### src/rtl/decode_pkg.sv
// Shared decode types: instruction classes, immediate formats, opcodes and the
// decoded-result struct handed whole to the register-read/execute stage.
package decode_pkg;

    typedef enum logic [3:0] {
        ICLASS_ALU_R   = 4'd0,
        ICLASS_ALU_I   = 4'd1,
        ICLASS_LOAD    = 4'd2,
        ICLASS_STORE   = 4'd3,
        ICLASS_BRANCH  = 4'd4,
        ICLASS_JAL     = 4'd5,
        ICLASS_JALR    = 4'd6,
        ICLASS_LUI     = 4'd7,
        ICLASS_AUIPC   = 4'd8,
        ICLASS_SYSTEM  = 4'd9,
        ICLASS_FENCE   = 4'd10,
        ICLASS_ILLEGAL = 4'd15
    } iclass_e;

    typedef enum logic [2:0] {
        FMT_NONE = 3'd0,
        FMT_I    = 3'd1,
        FMT_S    = 3'd2,
        FMT_B    = 3'd3,
        FMT_U    = 3'd4,
        FMT_J    = 3'd5
    } imm_fmt_e;

    typedef enum logic {
        ST_IDLE = 1'b0,
        ST_BUSY = 1'b1
    } state_e;

    localparam logic [6:0] OPC_OP       = 7'b0110011;
    localparam logic [6:0] OPC_OP_IMM   = 7'b0010011;
    localparam logic [6:0] OPC_LOAD     = 7'b0000011;
    localparam logic [6:0] OPC_STORE    = 7'b0100011;
    localparam logic [6:0] OPC_BRANCH   = 7'b1100011;
    localparam logic [6:0] OPC_JAL      = 7'b1101111;
    localparam logic [6:0] OPC_JALR     = 7'b1100111;
    localparam logic [6:0] OPC_LUI      = 7'b0110111;
    localparam logic [6:0] OPC_AUIPC    = 7'b0010111;
    localparam logic [6:0] OPC_SYSTEM   = 7'b1110011;
    localparam logic [6:0] OPC_MISC_MEM = 7'b0001111;

    localparam logic [6:0] F7_BASE   = 7'b0000000;
    localparam logic [6:0] F7_ALT    = 7'b0100000;
    localparam logic [6:0] F7_MULDIV = 7'b0000001;

    typedef struct packed {
        logic [4:0]  rd_idx;
        logic [4:0]  rs1_idx;
        logic [4:0]  rs2_idx;
        logic [2:0]  funct3;
        logic        funct7_5;
        logic [31:0] imm;
        iclass_e     iclass;
        logic        writes_rd;
        logic        uses_rs1;
        logic        uses_rs2;
        logic        illegal;
    } decoded_t;

    // The alternate funct7 only selects SUB and SRA; M-extension ops ride on F7_MULDIV.
    function automatic logic rtype_legal(input logic [6:0] f7, input logic [2:0] f3,
                                         input logic en_m);
        return (f7 == F7_BASE)
            || ((f7 == F7_ALT) && ((f3 == 3'b000) || (f3 == 3'b101)))
            || (en_m && (f7 == F7_MULDIV));
    endfunction

endpackage

### src/rtl/decode_imm_gen.sv
// Immediate generator: selects and sign-extends the immediate for one RV32I format.
module imm_gen
    import decode_pkg::*;
(
    input  logic [31:0] instr,
    input  imm_fmt_e    fmt,
    output logic [31:0] imm
);

    logic [6:0] unused_opcode;
    assign unused_opcode = instr[6:0];

    always_comb begin
        imm = 32'd0;
        case (fmt)
            FMT_I:   imm = {{20{instr[31]}}, instr[31:20]};
            FMT_S:   imm = {{20{instr[31]}}, instr[31:25], instr[11:7]};
            FMT_B:   imm = {{19{instr[31]}}, instr[31], instr[7], instr[30:25], instr[11:8], 1'b0};
            FMT_U:   imm = {instr[31:12], 12'd0};
            FMT_J:   imm = {{11{instr[31]}}, instr[31], instr[19:12], instr[20], instr[30:21], 1'b0};
            default: imm = 32'd0;
        endcase
    end

endmodule

### src/rtl/decode.sv
// RV32I decode stage: captures fetch's word on an enabled pulse, decodes it on the
// following cycle and holds the registered result with a sticky completed flag.
module decode
    import decode_pkg::*;
#(
    parameter bit ENABLE_M = 1'b0
) (
    input  logic        clk,
    input  logic        rst,
    input  logic        enabled,
    input  logic [31:0] pc,
    input  logic [31:0] instr_raw,
    output logic        completed,
    output logic [31:0] pc_out,
    output logic [4:0]  rd_idx,
    output logic [4:0]  rs1_idx,
    output logic [4:0]  rs2_idx,
    output logic [2:0]  funct3,
    output logic        funct7_5,
    output logic [31:0] imm,
    output logic [3:0]  iclass,
    output logic        writes_rd,
    output logic        uses_rs1,
    output logic        uses_rs2,
    output logic        illegal
);

    // Handshake: a one-cycle enabled pulse (legal in any state) captures pc/instr_raw
    // and drops completed; the next cycle without enabled registers the result and
    // raises completed, which then holds with all outputs until the next pulse or rst.

    state_e      state_q, state_d;
    logic [31:0] instr_q, instr_d;
    logic [31:0] pc_q, pc_d;
    logic [31:0] pc_out_q, pc_out_d;
    logic        completed_q, completed_d;
    decoded_t    res_q, res_d;

    logic [6:0]  opcode;
    logic [2:0]  f3;
    logic [6:0]  f7;
    iclass_e     dec_class;
    imm_fmt_e    dec_fmt;
    logic        dec_legal;
    logic        dec_rs1, dec_rs2, dec_wr;
    logic [31:0] dec_imm;
    decoded_t    dec;

    assign opcode = instr_q[6:0];
    assign f3     = instr_q[14:12];
    assign f7     = instr_q[31:25];

    imm_gen u_imm_gen (
        .instr (instr_q),
        .fmt   (dec_fmt),
        .imm   (dec_imm)
    );

    // Every listed opcode ends in 2'b11, so a compressed-style word falls to default.
    always_comb begin
        dec_class = ICLASS_ILLEGAL;
        dec_fmt   = FMT_NONE;
        dec_legal = 1'b1;
        dec_rs1   = 1'b0;
        dec_rs2   = 1'b0;
        dec_wr    = 1'b0;
        case (opcode)
            OPC_OP: begin
                dec_class = ICLASS_ALU_R;
                {dec_rs1, dec_rs2, dec_wr} = 3'b111;
                dec_legal = rtype_legal(f7, f3, ENABLE_M);
            end
            OPC_OP_IMM: begin
                dec_class = ICLASS_ALU_I;
                dec_fmt   = FMT_I;
                {dec_rs1, dec_wr} = 2'b11;
                if (f3 == 3'b001) begin
                    dec_legal = (f7 == F7_BASE);
                end else if (f3 == 3'b101) begin
                    dec_legal = (f7 == F7_BASE) || (f7 == F7_ALT);
                end
            end
            OPC_LOAD: begin
                dec_class = ICLASS_LOAD;
                dec_fmt   = FMT_I;
                {dec_rs1, dec_wr} = 2'b11;
                dec_legal = !((f3 == 3'b011) || (f3 == 3'b110) || (f3 == 3'b111));
            end
            OPC_STORE: begin
                dec_class = ICLASS_STORE;
                dec_fmt   = FMT_S;
                {dec_rs1, dec_rs2} = 2'b11;
                dec_legal = (f3 < 3'b011);
            end
            OPC_BRANCH: begin
                dec_class = ICLASS_BRANCH;
                dec_fmt   = FMT_B;
                {dec_rs1, dec_rs2} = 2'b11;
                dec_legal = !((f3 == 3'b010) || (f3 == 3'b011));
            end
            OPC_JAL: begin
                dec_class = ICLASS_JAL;
                dec_fmt   = FMT_J;
                dec_wr    = 1'b1;
            end
            OPC_JALR: begin
                dec_class = ICLASS_JALR;
                dec_fmt   = FMT_I;
                {dec_rs1, dec_wr} = 2'b11;
                dec_legal = (f3 == 3'b000);
            end
            OPC_LUI: begin
                dec_class = ICLASS_LUI;
                dec_fmt   = FMT_U;
                dec_wr    = 1'b1;
            end
            OPC_AUIPC: begin
                dec_class = ICLASS_AUIPC;
                dec_fmt   = FMT_U;
                dec_wr    = 1'b1;
            end
            OPC_SYSTEM: begin
                dec_class = ICLASS_SYSTEM;
                dec_fmt   = FMT_I;
            end
            OPC_MISC_MEM: begin
                dec_class = ICLASS_FENCE;
                dec_fmt   = FMT_I;
            end
            default: dec_legal = 1'b0;
        endcase
        if (!dec_legal) begin
            dec_class = ICLASS_ILLEGAL;
            dec_fmt   = FMT_NONE;
            dec_rs1   = 1'b0;
            dec_rs2   = 1'b0;
            dec_wr    = 1'b0;
        end
        if (instr_q[11:7] == 5'd0) begin
            dec_wr = 1'b0;
        end
    end

    always_comb begin
        dec           = '0;
        dec.rd_idx    = instr_q[11:7];
        dec.rs1_idx   = instr_q[19:15];
        dec.rs2_idx   = instr_q[24:20];
        dec.funct3    = f3;
        dec.funct7_5  = instr_q[30];
        dec.imm       = dec_imm;
        dec.iclass    = dec_class;
        dec.writes_rd = dec_wr;
        dec.uses_rs1  = dec_rs1;
        dec.uses_rs2  = dec_rs2;
        dec.illegal   = !dec_legal;
    end

    always_ff @(posedge clk) begin
        if (rst) begin
            state_q     <= ST_IDLE;
            instr_q     <= 32'd0;
            pc_q        <= 32'd0;
            pc_out_q    <= 32'd0;
            completed_q <= 1'b0;
            res_q       <= '0;
        end else begin
            state_q     <= state_d;
            instr_q     <= instr_d;
            pc_q        <= pc_d;
            pc_out_q    <= pc_out_d;
            completed_q <= completed_d;
            res_q       <= res_d;
        end
    end

    always_comb begin
        state_d = state_q;
        if (enabled) begin
            state_d = ST_BUSY;
        end else if (state_q == ST_BUSY) begin
            state_d = ST_IDLE;
        end
    end

    always_comb begin
        instr_d     = instr_q;
        pc_d        = pc_q;
        pc_out_d    = pc_out_q;
        completed_d = completed_q;
        res_d       = res_q;
        if (enabled) begin
            instr_d     = instr_raw;
            pc_d        = pc;
            completed_d = 1'b0;
        end else if (state_q == ST_BUSY) begin
            res_d       = dec;
            pc_out_d    = pc_q;
            completed_d = 1'b1;
        end
    end

    assign completed = completed_q;
    assign pc_out    = pc_out_q;
    assign rd_idx    = res_q.rd_idx;
    assign rs1_idx   = res_q.rs1_idx;
    assign rs2_idx   = res_q.rs2_idx;
    assign funct3    = res_q.funct3;
    assign funct7_5  = res_q.funct7_5;
    assign imm       = res_q.imm;
    assign iclass    = res_q.iclass;
    assign writes_rd = res_q.writes_rd;
    assign uses_rs1  = res_q.uses_rs1;
    assign uses_rs2  = res_q.uses_rs2;
    assign illegal   = res_q.illegal;

endmodule
### config.mk
export PLATFORM = sky130hd
export DESIGN_NAME = decode
export DESIGN_NICKNAME = d
export VERILOG_FILES = /design/src/rtl/decode_pkg.sv /design/src/rtl/decode_imm_gen.sv /design/src/rtl/decode.sv
export SDC_FILE = /design/constraint.sdc
export NUM_CORES = 1
export LEC_CHECK = 0
export BUFFER_PORTS_ARGS = -buffer_cell sky130_fd_sc_hd__buf_2
export CORE_MARGIN = 1
export CORE_UTILIZATION = 35
export DETAILED_ROUTE_END_ITERATION = 6
export PLACE_DENSITY_LB_ADDON = 0.1
export SYNTH_ARGS = -nofsm -noshare
export SYNTH_HDL_FRONTEND = slang
export SYNTH_HIERARCHICAL = 1
export SYNTH_SLANG_ARGS = --single-unit
### constraint.sdc
create_clock -name clk -period 7.6 [get_ports clk]
set_clock_uncertainty 0.2 [all_clocks]
set_input_delay 0.76 -clock clk [delete_from_list [all_inputs] [get_ports clk]]
set_output_delay 0.76 -clock clk [all_outputs]
set_load 0.005 [all_outputs]
==> metrics <==
# setup viols final=0; slack of the critical path=approximately 4 ns; worst reg2reg startpoint=instr_q[6]; Reg-to-Reg End=imm[16]; CP max FO=13; sum of negative setup slack=0 ns; Fillers=about 1.8k; internal power=~0.0014 W; sequential standard cell area=3140 um2; Worst slew margin=between 30 and 40%; FF-to-FF path depth=11; Setup crit end kind=flip-flop; area leader, netlist=dfxtp_1; Post-Route WL=~18,000 um; first-pass GRT wire length=27,700 um; post-synth top area share=about 50%; synth cell count leaders=nand2_1, dfxtp_1, a21oi_1; Worst-Margin Slew=~1.0 ns; Synth Area in Compound Gates=between 10 and 15%; Area growth syn-to-layout=24.2%; die area=about 18,000 um2; via count of the first global-routing pass=5,433; fin crit period=3.48 ns; die width=between 100 and 150 um; main combinational cell family by area after synthesis=simple AND/OR/NAND/NOR gates; DIE HEIGHT=between 100 and 150 um; Fin. Hold Viols=0; Reg power frac=46.6%; Reg clk slew, reported paths=0.06 ns; mapped cell area=~6300 um2; largest net degree at the start of global routing=90; synthesis-stage register bit count=157; post-route ant nets=0; Core ar.=17,400 um2; gr ovfl total=0; RePlAce Congestion=between 0.8 and 0.9; hold depth=2; Yosys cell types=54; setup bufs post-CTS=0; Tot Pwr=between 0.0015 and 0.002 W; Yosys warnings=6; NetSw=0.000447 W; ranking of synthesized cells by area=dfxtp_1, nand2_1, mux2i_1, a21oi_1, nor2_1; CP Data Required Time=between 7 and 8 ns; H-tree levels=4; Root Driver=clkbuf_16; DRC violations left=0; Post-synth ARST share=0%; dpl hpwl=between 10,000 and 15,000 um; most frequent cell after synthesis=nand2_1; Max Cap Violations=0; Pleak=3.41 nW; worst hold path class=flip-flop to flip-flop; Via density=around 5.0; area of the multi-input gates=between 2000 and 3000 um2; Achievable Freq=288 MHz; Post-synth EDFFs=0; first-iteration detailed-routing DRC count=around 270; Clk pwr share=a little under half; switch share=23.6%; NumNets Final=936; CTS tree=built; worst hold path startpoint=rd_idx[4]; WS Path Type=flip-flop to flip-flop; post-synthesis mux area share=about a tenth; max-slew violation count=0; IO Count=159; Arr. time, crit path=3.62 ns; layout cell share with drive strength beyond 1=around a quarter; Comb pwr share=approximately 6.6%; Avg WL per Cell=approximately 16 um; Post-Synth XOR/XNOR Area=less than 1%; CTS Buffer Depth=2; # clock sinks=157; Final period util=between 40% and 50%; Reg2Reg Setup Slack=4.12 ns; Syn Nets=just over 800; Power Dens Cells=around 240 nW/um2; Tot GR Track Use=19.6%; mean post-synth cell area=8.39 um2; drt first pass iters=4; row cnt=between 40 and 50; Cells after Synth=745; hold_buf cts=0; Startpoint Class=flip-flop; Initial Utilization=about 36%; post-synthesis simple-gate area fraction=20.6%; worst vdd ir=between 0.15 and 0.2 mV; post-place setup slack=4.23 ns; port bufs=between 150 and 200; CTS resizes=0; post-synthesis sequential area ratio=around 50%; CTS Buf Count=17; status=finished, final reports clean; initial antenna violation count=1; Hold EP=rd_idx[4]; CP Launch Point=instr_q[6]; Adder-Cell Fraction of Synth Area=0%; top_reg_cell synth=dfxtp_1; RSZ-0062 raised after global routing=no; vias=5,575; clock latency on the worst-skew pair=0.42 ns
==> routing by layer <==
layer,vias up,part of all wire (%),track usage (%)
met2,159,46,31.0
met4,0,2.4,9.18
met1,2644,44,23.5
li1,2737,-,-
met3,35,7.2,7.07
met5,-,0,0
==> placed cells by master (no fill, tap or decap), types with 2 or more instances in the layout <==
master,count
bufinv_16,3
nor2b_4,2
a21o_1,8
clkinv_2,2
clkbuf_16,17
o41ai_1,2
nand4_1,2
inv_1,3
buf_2,156
mux2i_1,64
clkinvlp_4,3
o221a_1,2
clkbuf_8,2
nor3_1,2
or4_1,2
a21oi_1,89
nand3_1,6
a22o_1,5
and3b_1,2
nor2_1,81
buf_4,6
nor2b_1,4
and2_1,7
o21ai_1,3
dfxtp_1,157
o21ai_0,22
o32ai_1,2
inv_6,2
nand2_1,191
nand2b_1,3
==> cell families (layout without fill, tap and decap cells) <==
family | count (synthesis) | after routing
mux | 65 | 65
compound gates | 151 | 151
buf+inv | 60 | 197
other cells | 0 | 1
xor+xnor | 1 | 1
flops | 157 | 157
simple gates | 311 | 311
==> registers in the layout (all words and copies together), names as in the netlist <==
register,count
completed,1
funct3,3
funct7_5,1
iclass,4
illegal,1
imm,32
instr_q,32
pc_out,32
pc_q,32
rd_idx,5
rs1_idx,5
rs2_idx,5
state_q,1
uses_rs1,1
uses_rs2,1
writes_rd,1
==> layout make-up <==
cell class,count,share of cell area [%]
Timing Repair Buffer,162,10.6
Multi-Input combinational cell,528,37.2
Sequential cell,157,40.5
Clock inverter,12,2.06
Inverter,3,0.145
Tap cell,225,3.62
Antenna cell,1,0.0322
Clock buffer,20,5.88
==> how the worst max path moves through the flow <==
stage	end	slack, ns	cells after the start
2_1_floorplan	imm[12]	4.74	12
3_5_place_dp	imm[16]	4.23	11
6_report	imm[16]	4.12	11
4_1_cts	imm[16]	4.18	11
5_1_grt	imm[17]	3.76	11
3_3_place_gp	imm[16]	4.32	11
==> per-stage QoR <==
stage | cells | instance area [um2] | utilization [%] | hold WS (ns)
after detailed placement | 1075 | 7150 | 41.2 | 0.244
after global routing | 1107 | 7760 | 44.7 | 0.271
final | 1108 | 7770 | 44.7 | 0.252
after floorplan | 745 | 6250 | - | 0.231
after global placement | 1075 | 7150 | 41.2 | 0.237
after CTS | 1107 | 7760 | 44.7 | 0.252
==> power by group through the flow <==
stage	clock, W	combinational, W	sequential (W)
floorplan	0	0.0000860	0.000885
global placement	0	0.000123	0.000898
detailed placement	0	0.000126	0.000898
CTS	0.000907	0.000126	0.000880
global route	0.000944	0.000139	0.000884
finish	0.000884	0.000124	0.000880
==> worst max-delay path: stages, from the launching register on <==
cell and delay (ns):
dfxtp_1 0.58, nand2_1 0.21, a21oi_1 0.17, a21oi_1 0.07, o41ai_2 0.51, nor2_1 0.14, a21oi_1 0.49, nor2_1 0.16
nor3b_2 0.54, a21o_1 0.16, nand2_1 0.05, a21oi_1 0.13
(Power assumes the default switching activity.)
